<file path="config.mk">
export PLATFORM = sky130hd
export DESIGN_NAME = mux_nto1_reg
export DESIGN_NICKNAME = d
export VERILOG_FILES = /design/src/rtl/mux_nto1_reg.sv
export SDC_FILE = /design/constraint.sdc
export NUM_CORES = 1
export LEC_CHECK = 0
export BUFFER_PORTS_ARGS = -buffer_cell sky130_fd_sc_hd__buf_2
export CAP_MARGIN = 20
export CELL_PAD_IN_SITES_DETAIL_PLACEMENT = 0
export CELL_PAD_IN_SITES_GLOBAL_PLACEMENT = 1
export CORE_MARGIN = 10
export CORE_UTILIZATION = 34
export CTS_BUF_LIST = sky130_fd_sc_hd__clkbuf_2 sky130_fd_sc_hd__clkbuf_4 sky130_fd_sc_hd__clkbuf_8
export CTS_CLUSTER_DIAMETER = 80
export DETAILED_ROUTE_END_ITERATION = 6
export GPL_ROUTABILITY_DRIVEN = 0
export HOLD_SLACK_MARGIN = 0.06
export PLACE_DENSITY_LB_ADDON = 0.1
export SLEW_MARGIN = 20
export SYNTH_ARGS = -nofsm -noshare
export SYNTH_HDL_FRONTEND = slang
export SYNTH_SLANG_ARGS = --single-unit
</file>
<file path="constraint.sdc">
create_clock -name clk -period 9.2 [get_ports clk]
set_clock_uncertainty 0.05 [all_clocks]
set_input_delay 2.76 -clock clk [delete_from_list [all_inputs] [get_ports clk]]
set_output_delay 2.76 -clock clk [all_outputs]
set_load 0.005 [all_outputs]
</file>
<file path="src/rtl/mux_nto1_reg.sv">
// mux_nto1_reg: N-input, W-bit channel multiplexer with per-channel
// valid/ready handshakes and a one-stage output register.
// Supports fixed-select mode (mode=0) and round-robin arbitration (mode=1).
// Optional feature macro: MUX_PARITY_EN adds a registered even-parity
// output (out_par) that tracks out_data.
module mux_nto1_reg #(
  parameter int N = 4,
  parameter int W = 8,
  localparam int SELW = $clog2(N)
) (
  input  logic              clk,
  input  logic              rst,
  input  logic [N*W-1:0]    in_data,
  input  logic [N-1:0]      in_valid,
  output logic [N-1:0]      in_ready,
  input  logic [SELW-1:0]   sel,
  input  logic              mode,
  output logic [W-1:0]      out_data,
  output logic              out_valid,
  input  logic              out_ready,
`ifdef MUX_PARITY_EN
  output logic              out_par,
`endif
  output logic [SELW-1:0]   out_ch
);

  logic            load_en;
  logic [SELW-1:0] rr_ptr;
  logic [SELW-1:0] rr_next;
  logic [SELW-1:0] chosen;
  logic            chosen_ok;
  logic            hi_found;
  logic            lo_found;
  logic [SELW-1:0] hi_idx;
  logic [SELW-1:0] lo_idx;
  logic [W-1:0]    sel_data;
  logic            take;

  // Pick the channel to serve this cycle: the select input in fixed mode,
  // or the first valid channel at or after rr_ptr (wrapping) in round-robin.
  always_comb begin
    // NOTE: every signal driven here gets a default first, so no path through
    // the branches below can leave one unassigned and infer a latch.
    load_en   = ~out_valid | out_ready;
    chosen    = sel;
    chosen_ok = 1'b0;
    hi_found  = 1'b0;
    lo_found  = 1'b0;
    hi_idx    = '0;
    lo_idx    = '0;
    if (!mode) begin
      // An out-of-range select matches no channel and so grants nothing.
      for (int i = 0; i < N; i++) begin
        if (sel == SELW'(i)) chosen_ok = 1'b1;
      end
    end else begin
      // Descending scan: the last hit is the lowest index. hi_* is the lowest
      // valid channel at or above rr_ptr; lo_* is the lowest overall, which is
      // the wrapped-around winner when nothing at or above rr_ptr is valid.
      for (int i = N - 1; i >= 0; i--) begin
        if (in_valid[i]) begin
          lo_found = 1'b1;
          lo_idx   = SELW'(i);
          if (SELW'(i) >= rr_ptr) begin
            hi_found = 1'b1;
            hi_idx   = SELW'(i);
          end
        end
      end
      chosen    = hi_found ? hi_idx : lo_idx;
      chosen_ok = hi_found | lo_found;
    end
  end

  // Drive ready to the chosen channel only, and route its data to the register.
  always_comb begin
    in_ready = '0;
    sel_data = '0;
    for (int i = 0; i < N; i++) begin
      if (SELW'(i) == chosen) begin
        in_ready[i] = load_en & chosen_ok & ~rst;
        sel_data    = in_data[i*W +: W];
      end
    end
    take    = |(in_valid & in_ready);
    rr_next = (chosen == SELW'(N - 1)) ? '0 : chosen + 1'b1;
  end

  // Output register and round-robin pointer; reset discards any held word.
  always_ff @(posedge clk or posedge rst) begin
    if (rst) begin
      out_valid <= 1'b0;
      out_data  <= '0;
      out_ch    <= '0;
      rr_ptr    <= '0;
`ifdef MUX_PARITY_EN
      out_par   <= 1'b0;
`endif
    end else begin
      // NOTE: non-blocking assignments so every register samples pre-edge
      // values regardless of statement order.
      if (load_en) begin
        if (take) begin
          out_data  <= sel_data;
          out_ch    <= chosen;
          out_valid <= 1'b1;
`ifdef MUX_PARITY_EN
          out_par   <= ^sel_data;
`endif
        end else begin
          out_valid <= 1'b0;
        end
      end
      if (mode && take) rr_ptr <= rr_next;
    end
  end

endmodule

</file>
# ---- Yosys cells after proc, flatten, opt, wreduce, memory -nomap -nowiden
# Cells that the tools add are included.
# Widths: inputs -> output; s select.
dict set report totals {
  ff_bits 13
  in_bits 42
  output_inout_bits 15
  word_cells 71
}
dict set report op_classes {
  addsub 1
  n_lt_le_gt_ge 4
  n_eq_ne 7
  mux 43
  n_bitwise 7
  reduce_logical 5
}
# cell n
set ops {}
lappend ops {{$mux 8} 4}
lappend ops {{$mux 2} 15}
lappend ops {{$mux 1} 24}
lappend ops {{$eq 2x2->1 const B} 3}
lappend ops {{$and 4x4->4} 1}
lappend ops {{$eq 2x2->1 const A} 2}
lappend ops {{$ge 1x2->1 const A} 2}
lappend ops {{$ge 2x2->1 const A} 2}
lappend ops {{$logic_not 2->1} 2}
lappend ops {{$reduce_or 4->1} 1}
lappend ops {{$add 2x1->2 const B} 1}
lappend ops {{$and 1x1->1} 2}
lappend ops {{$eq 1x2->1 const A} 1}
lappend ops {{$eq 2x1->1 const B} 1}
lappend ops {{$not 1->1} 2}
lappend ops {{$or 1x1->1} 2}
lappend ops {{$reduce_and 2->1} 1}
lappend ops {{$logic_and 1x1->1} 1}

# ---- Depth between registers and ports, before layout
# Gate-level depths: netlist (run 1).
dict set report depth {
  word_depth 18
  ltp_mapped 10
  depth_no_buf 9
}

# ---- Worst setup path before layout (run 1)
# No wires, ideal clock.
dict set report synth_timing {
  kind {input -> output}
  startpoint {in in_valid[1]}
  endpoint {out in_ready[3]}
  arrival_time_ns 4.240
  t_required_ns 6.390
  slack_ns 2.150
  stages 7
  path_buffers 2
  cell_sequence {o211ai_1 a21oi_1 o31ai_1 ha_1 clkbuf_1 clkbuf_1 and2_1}
}
dict set report synth_between {
  word_cells_on_any_way 20
  classes_between {1 x eq/ne; 16 x mux; 3 x bitwise}
}
# element line_no
set synth_rtl {}
lappend synth_rtl {{start, declared} 14} ;# input logic [N-1:0] in_valid,
lappend synth_rtl {{$mux 1} 61} ;# if (in_valid[i]) begin
lappend synth_rtl {{$mux 1} 64} ;# if (SELW'(i) >= rr_ptr) begin
lappend synth_rtl {{$mux 1} 61}
lappend synth_rtl {{$mux 1} 51} ;# if (!mode) begin
lappend synth_rtl {{$mux 2 *} 70} ;# chosen = hi_found ? hi_idx : lo_idx;
lappend synth_rtl {{$mux 2 *} 51}
lappend synth_rtl {{via chosen[1]} 30} ;# logic [SELW-1:0] chosen;
lappend synth_rtl {{$eq 2x2->1 *} 80} ;# if (SELW'(i) == chosen) begin
lappend synth_rtl {{$mux 1 *} 80}
lappend synth_rtl {{end, declared} 15} ;# output logic [N-1:0] in_ready,
# The timed path passes the listed nets; every way through them passes the cells marked *. The select of a mux whose other input is x is not followed.

# ---- Worst setup path after layout (run 1)
dict set report layout_timing {
  startpoint {in in_valid[0]}
  endpoint {out in_ready[2]}
}
dict set report layout_between {
  elab_chain_cells 7
  word_cells_on_any_way 14
  classes_between {1 x eq/ne; 10 x mux; 3 x bitwise}
}
# element line_no
set layout_rtl {}
lappend layout_rtl {{$mux 1} 61}
lappend layout_rtl {{$mux 1} 51}
lappend layout_rtl {{$or 1x1->1} 71} ;# chosen_ok = hi_found | lo_found;
lappend layout_rtl {{$mux 1} 51}
lappend layout_rtl {{$and 1x1->1 (2 in a row)} 81} ;# in_ready[i] = load_en & chosen_ok & ~rst;
lappend layout_rtl {{$mux 1 *} 80}
# Mark *: on every way between the ends. The rest lies on a longest branch, timed or not. The select of a mux whose other input is x is not followed.

==> results.yml, run 1 <==
sta:
  fin_tns_setup_ps: 0
  layout_setup_ws_ps: 1850
  tightest_slew_ps: 543
  max_freq_ghz: 0.136
  final.period_utilization: 0.798
  slew_viol_final: 0
  setup_viol: 0
  hold_violations: 0
  whs_ps: 451
  slew-limit-headroom: 0.638
  rsz0062_at_grt: "false"
  fin_crit_ps: 7350
synthesis:
  synth-compound-area-share: 0.236
  synth_seq_cells: 13
  synth_cell_types: 23
  yosysSeqAreaShare: 0.337
  yosysWarningCount: 0
  synthMuxAreaShare: 0.128
  syn_inst: 102
  synth_top_family_by_area: "compound AO/OA/AOI/OAI gates"
  synth.avg_cell_area_um2: 9.47
  synthSimpleGateAreaFrac: 0.205
  yosys.area_share.adder: 0.0518
  syn_nets: 148
  synth_xor_area_frac: 0
  synth_area_um2: 966
placement:
  dpl.cell_count: 183
  port-buffer-count: 56
  place_hpwl_um: 2510
  pre_cts_ws_ps: 1860
finish:
  fin_nets: 203
  drive_above_1_share: 0.474
  nFillCells: 285
  layout_commonest_cell: "buf_2"
  final_cell_mix: "buf_2 (56), nand2_1 (13), dfrtp_1 (13)"
  n_antenna_cell: 0
  areaGrowthSynthToFinish_pct: 33.8
  final-instance-count-excl-fill: 187
setup_path:
  cp_max_fo: 18
  critical-path-max-stage-delay_ps: 480
  reg2reg_to: "out_data[4]$_DFFE_PP0P_"
  crit_type: "in -> out"
  setup.worst_path.start_class: "input port"
  worst-r2r-setup-slack_ps: 6320
  reg2reg_depth: 9
  worstReg2RegStart: "rr_ptr[1]$_DFFE_PP0P_"
  slowest_stage: "ha_1"
  worstPathArrival_ps: 4540
  required_ps: 6390
  crit_chain: "buf_2 -> inv_1 -> a221o_1 -> o21ai_1 -> and2_1 -> ha_1 -> and2_1 -> buf_2"
  critical_path.startpoint: "in_valid[0]"
  worst_setup_path_end_kind: "primary output"
  crit_path_end: "in_ready[2]"
global_route:
  grt_pass1_vias: 965
  grt_overflow: 0
  antenna_found_initial: 0
  grt_pass1_wl_um: 4420
  grt_usage: 0.104
  grt_start_max_net_pins: 19
pwr:
  p_leak_nw: 0.644
  p_sw_frac: 0.365
  switchingPower_mw: 0.102
  pwr-share-comb: 0.509
  seqPwrFrac: 0.354
  clkPwrFrac: 0.137
  total_power_mw: 0.280
  vdd_drop_max_v: 0.000180
  pwr_density_cell_nw_per_um2: 216
  p_int_mw: 0.178
min_path:
  hp-class: "reg -> reg"
clocking:
  numCtsBuffers: 3
  cts-resized-gates: 0
  ctsLongestPathBuffers: 2
  insertion_delay_ps: 280
  clockRootBuffer: "clkbuf_4"
  cts_hold_buf: 0
  path_clk_slew_ps: 70
  post-cts-setup-buffers: 0
  htree_num_levels: 1
  cts_tree: "built"
  cts.sinks: 13
die:
  io_pins: 57
  core_um2: 2730
  dieWidth_um: 73.3
  die_h_um: 73.3
  rows: 19
  die_area_um2: 5370
  initial_core_util: 0.353
route:
  drc: 0
  detail_route.iter0.violations: 60
  detailedRoute.firstPassIterationCount: 4
  num_vias: 963
  routed_via_density: 5.15
  ant_nets: 0
  routed_wl_um: 2980
  wire_per_inst_um: 15.9
run_status:
  status: "complete, no violations"
flow_run:
  cap_violations: 0
[through the flow]
stage | util | area [µm²]
detailed placement | 0.462 | 1260
global route | 0.473 | 1290
global placement | 0.462 | 1260
CTS | 0.473 | 1290
finish | 0.473 | 1290
floorplan | - | 966
[power groups by stage]
stage | Clock, mW | Sequential [mW] | Combinational [mW]
global placement | 0 | 0.0996 | 0.146
detailed placement | 0 | 0.101 | 0.146
global route | 0.0421 | 0.103 | 0.159
finish | 0.0382 | 0.0991 | 0.142
floorplan | 0 | 0.100 | 0.0897
CTS | 0.0394 | 0.0997 | 0.147
[state kept, by name, summed over array words and instances, names as in the netlist]
name / cells
out_valid: 1
out_ch: 2
out_data: 8
rr_ptr: 2
[area by class of cell]
type	count	area [µm²]	area share
clock buffers	4	30.0	0.0232
flip-flops and latches	13	325	0.252
multi-input cells	78	599	0.464
well taps	31	38.8	0.0300
repair buffers	56	280	0.217
inverters	5	18.8	0.0145
[critical path, delay by kind of cell]
family	cells	cell delay, ps
AO/OA/AOI/OAI	2	590
adder cells (fa/ha/maj)	1	480
AND/OR/NAND/NOR	2	410
buffers and inverters	3	300
[worst min-delay path by stage]
stage / from / endpoint / slack (ps) / cells after the start
after detailed placement: out_data[2]$_DFFE_PP0P_ / out_data[2]$_DFFE_PP0P_ / 440 / 1
final: out_data[2]$_DFFE_PP0P_ / out_data[2]$_DFFE_PP0P_ / 450 / 1
after CTS: out_data[2]$_DFFE_PP0P_ / out_data[2]$_DFFE_PP0P_ / 460 / 1
after global routing: out_data[2]$_DFFE_PP0P_ / out_data[2]$_DFFE_PP0P_ / 460 / 1
after global placement: out_data[0]$_DFFE_PP0P_ / out_data[0]$_DFFE_PP0P_ / 430 / 1
after floorplan: out_ch[1]$_DFFE_PP0P_ / out_ch[1]$_DFFE_PP0P_ / 450 / 1
[per-layer routing]
layer / vias up / part of all wire / track usage
met5: - / 0 / 0
met4: 0 / 0.014 / 0.0373
met3: 5 / 0.10 / 0.0538
met2: 31 / 0.52 / 0.188
met1: 444 / 0.37 / 0.0962
li1: 483 / - / -
[cells in the mapped netlist]
| cell | count | area [µm²] |
|---|---|---|
| nand2_1 | 13 | 48.8 |
| nand3_1 | 1 | 5.00 |
| o211ai_1 | 1 | 7.51 |
| dfrtp_1 | 13 | 325 |
| a21oi_1 | 3 | 15.0 |
| a311oi_1 | 1 | 8.76 |
| inv_1 | 5 | 18.8 |
| and2_1 | 5 | 31.3 |
| nand2_4 | 1 | 11.3 |
| a22oi_1 | 2 | 15.0 |
| mux2_2 | 11 | 124 |
| ha_1 | 4 | 50.1 |
| a221oi_1 | 8 | 70.1 |
| a221o_1 | 1 | 10.0 |
| a41oi_1 | 1 | 8.76 |
| nor2b_1 | 10 | 62.6 |
| nor4_2 | 1 | 12.5 |
| o31ai_1 | 9 | 67.6 |
| clkbuf_1 | 6 | 22.5 |
| nand2b_1 | 3 | 18.8 |
| a211oi_4 | 1 | 20.0 |
| nor3b_1 | 1 | 7.51 |
| o21ai_1 | 1 | 5.00 |
[kinds of logic (layout without fill, tap and decap cells)]
group / Yosys count / after routing
flops: 13 / 13
simple gates: 35 / 35
mux: 11 / 11
fa+ha+maj: 4 / 4
compound gates: 28 / 28
buf+inv: 11 / 65
Note: power is estimated with default switching activity, not from simulation.
==> run 2, diff against run 1 <==
CORE_UTILIZATION = 28   (was 34)
clock period = 6.4 ns   (was 9.2 ns; I/O delays follow)
==> run 2 against run 1 <==
- flip-flop and latch count did not move
- die area grew 15%
- clock power increased by 38%
- critical path type unchanged
- largest power group unchanged
- highest routed layer unchanged
==> results.yml, run 2 (synthesis gave the netlist of run 1 again) <==
global_route:
  grt_overflow: 0
  grt_pass1_wl_um: 5260
  antenna_found_initial: 0
  grt_pass1_vias: 1092
  grt_usage: 0.103
  grt_start_max_net_pins: 19
clocking:
  cts-resized-gates: 0
  ctsLongestPathBuffers: 2
  path_clk_slew_ps: 70
  clockRootBuffer: "clkbuf_4"
  post-cts-setup-buffers: 0
  cts_tree: "built"
  cts_hold_buf: 0
  numCtsBuffers: 3
  insertion_delay_ps: 270
  cts.sinks: 13
  htree_num_levels: 1
setup_path:
  crit_path_end: "in_ready[3]"
  critical-path-max-stage-delay_ps: 620
  cp_max_fo: 18
  worst_setup_path_end_kind: "primary output"
  reg2reg_to: "out_data[0]$_DFFE_PP0P_"
  path_depth: 7
  crit_family: "compound AO/OA/AOI/OAI gates"
  crit_buf_inv: 2
  critical_path.startpoint: "in_valid[1]"
  reg2reg_depth: 9
  crit_chain: "buf_2 -> o211ai_1 -> a21oi_1 -> o31ai_1 -> ha_1 -> and2_1 -> buf_2"
  worstReg2RegStart: "rr_ptr[0]$_DFFE_PP0P_"
  slowest_stage: "ha_1"
  crit_type: "in -> out"
  required_ps: 4430
  path_common_cell: "buf_2"
  setup.worst_path.start_class: "input port"
  worst-r2r-setup-slack_ps: 3470
  worstPathArrival_ps: 3700
sta:
  slew-limit-headroom: 0.600
  fin_tns_setup_ps: 0
  hold_violations: 0
  setup_viol: 0
  max_freq_ghz: 0.176
  tightest_slew_ps: 599
  fin_crit_ps: 5670
  final.period_utilization: 0.886
  rsz0062_at_grt: "false"
  slew_viol_final: 0
  whs_ps: 456
pwr:
  switchingPower_mw: 0.148
  p_int_mw: 0.255
  p_sw_frac: 0.367
  seqPwrFrac: 0.353
  pwr_density_cell_nw_per_um2: 307
  clkPwrFrac: 0.131
  total_power_mw: 0.403
  p_leak_nw: 0.644
  pwr-share-comb: 0.517
  vdd_drop_max_v: 0.000183
placement:
  place_hpwl_um: 2640
  dpl_cell_area_um2: 1280
  dpl.cell_count: 198
  port-buffer-count: 56
finish:
  top_register: "out_data"
  final_cell_mix: "buf_2 (56), nand2_1 (13), dfrtp_1 (13)"
  areaGrowthSynthToFinish_pct: 35.8
  largest_reg_flops: 8
  layout_commonest_cell: "buf_2"
  n_antenna_cell: 0
  reg_top3: "out_data: 8 flops, out_ch: 2 flops, rr_ptr: 2 flops"
  multi_input_area_um2: 599
  ff_latch_area_um2: 325
  final-instance-count-excl-fill: 202
  nFillCells: 354
  fin_nets: 203
  drive_above_1_share: 0.474
  final_cell_area_um2: 1310
die:
  initial_core_util: 0.289
  io_pins: 57
  dieWidth_um: 78.7
  core_um2: 3340
  die_area_um2: 6200
  die_h_um: 78.7
  rows: 21
route:
  routed_via_density: 4.84
  drc: 0
  detail_route.iter0.violations: 69
  wire_per_inst_um: 15.6
  ant_nets: 0
  num_vias: 978
  routed_wl_um: 3150
  detailedRoute.firstPassIterationCount: 4
flow_run:
  cap_violations: 0
min_path:
  hp-class: "reg -> reg"
run_status:
  status: "complete, no violations"
[run 2: layout make-up]
class / count / area share
tap: 46 / 0.0439
sequential: 13 / 0.248
inverter: 5 / 0.0143
multi-input combinational: 78 / 0.457
timing repair buffer: 56 / 0.214
clock buffer: 4 / 0.0229
[run 2: stage by stage]
step | setup WS [ps] | utilization
global route | 531 | 0.393
finish | 728 | 0.393
detailed placement | 713 | 0.384
CTS | 717 | 0.393
floorplan | 1030 | -
global placement | 789 | 0.384
[run 2: worst min-delay path by stage]
stage                             from                      end  slack, ps  depth (start not counted)
2_1_floorplan    out_ch[1]$_DFFE_PP0P_    out_ch[1]$_DFFE_PP0P_        450                          1
3_3_place_gp   out_data[7]$_DFFE_PP0P_  out_data[7]$_DFFE_PP0P_        430                          1
3_5_place_dp   out_data[5]$_DFFE_PP0P_  out_data[5]$_DFFE_PP0P_        440                          1
4_1_cts        out_data[5]$_DFFE_PP0P_  out_data[5]$_DFFE_PP0P_        460                          1
5_1_grt        out_data[5]$_DFFE_PP0P_  out_data[5]$_DFFE_PP0P_        480                          1
6_report       out_data[2]$_DFFE_PP0P_  out_data[2]$_DFFE_PP0P_        460                          1
[run 2: power groups by stage]
stage               clock network (mW)  logic, mW  registers, mW
finish                          0.0527      0.208          0.142
detailed placement                   0      0.214          0.145
global placement                     0      0.213          0.144
floorplan                            0      0.129          0.144
global route                    0.0599      0.236          0.149
CTS                             0.0542      0.215          0.143
[run 2: layer usage]
layer | GRT usage | up-vias | wire (µm)
met4 | 0.0215 | 0 | 23
met2 | 0.186 | 33 | 1640
li1 | - | 487 | -
met3 | 0.0338 | 2 | 238
met1 | 0.116 | 456 | 1250
met5 | 0 | - | 0
[run 2: worst register-to-register path, stage by stage, from the launching register on]
cell	delay, ps
dfrtp_1	420
nand2b_1	120
a21oi_1	90
o31ai_1	460
inv_1	120
ha_1	350
nor2b_1	540
a221oi_1	180
o31ai_1	350
mux2_2	210
==> run 3, diff against run 2 <==
BUFFER_PORTS_ARGS = -buffer_cell sky130_fd_sc_hd__buf_4   (was -buffer_cell sky130_fd_sc_hd__buf_2)
CTS_CLUSTER_DIAMETER = unset   (was 80)
==> run 3 against run 2 <==
- cell area increased by 11%
- wire length increased by 2.9%
- maximum frequency up 0.18%
- non-clock buffer count unchanged
- utilization increased by 4.2 points
- global-route usage decreased by 0.41 points
- highest routed layer unchanged
- critical path type unchanged
- sequential power about the same
- die area stayed put
==> results.yml, run 3 (synthesis gave the netlist of run 1 again) <==
run_status:
  status: "complete, no violations"
pwr:
  p_leak_nw: 0.686
  total_power_mw: 0.432
  pwr_density_cell_nw_per_um2: 298
  vdd_drop_max_v: 0.000217
clocking:
  path_clk_slew_ps: 80
  cts_hold_buf: 0
  cts_tree: "built"
  cts-resized-gates: 0
  clockRootBuffer: "clkbuf_4"
  ctsLongestPathBuffers: 2
  insertion_delay_ps: 270
  htree_num_levels: 1
  post-cts-setup-buffers: 0
  numCtsBuffers: 3
  cts.sinks: 13
finish:
  top_register: "out_data"
  drive_above_1_share: 0.474
  fin_util: 0.435
  final-instance-count-excl-fill: 202
  areaGrowthSynthToFinish_pct: 50.3
  final_cell_mix: "buf_4 (56), nand2_1 (13), dfrtp_1 (13)"
  largest_reg_flops: 8
  layout_commonest_cell: "buf_4"
  fin_nets: 203
  reg_top3: "out_data: 8 flops, out_ch: 2 flops, rr_ptr: 2 flops"
  n_antenna_cell: 0
  final_cell_area_um2: 1450
die:
  rows: 21
  dieWidth_um: 78.7
  die_h_um: 78.7
  io_pins: 57
  core_um2: 3340
  die_area_um2: 6200
  initial_core_util: 0.289
min_path:
  min_from: "out_data[4]$_DFFE_PP0P_"
  whs_path_depth: 1
  holdPathEnd: "out_data[4]$_DFFE_PP0P_"
  hp-class: "reg -> reg"
route:
  num_vias: 971
  detail_route.iter0.violations: 50
  routed_via_density: 4.81
  drc: 0
  detailedRoute.firstPassIterationCount: 4
  ant_nets: 0
  routed_wl_um: 3240
  wire_per_inst_um: 16.0
setup_path:
  worst-r2r-setup-slack_ps: 3510
  reg2reg_to: "out_data[3]$_DFFE_PP0P_"
  worstReg2RegStart: "rr_ptr[0]$_DFFE_PP0P_"
  worstPathArrival_ps: 3690
  setup.worst_path.start_class: "input port"
  cp_max_fo: 18
  worst_setup_path_end_kind: "primary output"
  reg2reg_depth: 9
  required_ps: 4430
  crit_type: "in -> out"
sta:
  slew_viol_final: 0
  setup_viol: 0
  whs_ps: 461
  layout_setup_ws_ps: 738
  final.period_utilization: 0.885
  max_freq_ghz: 0.177
  tightest_slew_ps: 577
  fin_crit_ps: 5660
  fin_tns_setup_ps: 0
  slew-limit-headroom: 0.616
  rsz0062_at_grt: "false"
  hold_violations: 0
global_route:
  grt_pass1_wl_um: 4970
  grt_usage: 0.0990
  grt_start_max_net_pins: 19
  antenna_found_initial: 0
  grt_pass1_vias: 1033
  grt_overflow: 0
flow_run:
  cap_violations: 0
placement:
  dpl.cell_count: 198
  port-buffer-count: 56
  dpl_cell_area_um2: 1420
  pre_cts_ws_ps: 740
  place_hpwl_um: 2720
-- run 3: cell counts in the layout (fill, tap and decap cells not counted) --
Identical to the previous run, type by type.
-- run 3: where the power goes --
part           internal (mW)  leakage (nW)  switching (mW)
clock network         0.0284        0.0184          0.0263
logic                  0.132         0.510           0.101
registers              0.120         0.158          0.0249
-- run 3: worst max-delay path by stage --
stage | end | cells after the start | start
after detailed placement | in_ready[3] | 7 | in_valid[1]
after global routing | in_ready[3] | 7 | in_valid[1]
final | in_ready[3] | 7 | in_valid[1]
after CTS | in_ready[3] | 7 | in_valid[1]
after global placement | in_ready[3] | 7 | in_valid[1]
after floorplan | in_ready[3] | 7 | in_valid[1]
-- run 3: routing by layer --
metal / routed length (µm) / track usage
met1: 1280 / 0.114
met2: 1630 / 0.173
met3: 305 / 0.0349
met4: 22 / 0.0215
met5: 0 / 0
-- run 3: critical path: stages --
cell and delay, ps:
buf_4 130, o211ai_1 170, a21oi_1 90, o31ai_1 430, ha_1 630, and2_1 210
buf_4 110
-- run 3: final cells by class --
cell class | instances | area (µm²)
inverter | 5 | 18.8
clock buffer | 4 | 30.0
timing repair buffer | 56 | 420
tap | 46 | 57.6
fill | 345 | 1890
multi-input combinational | 78 | 599
sequential | 13 | 325
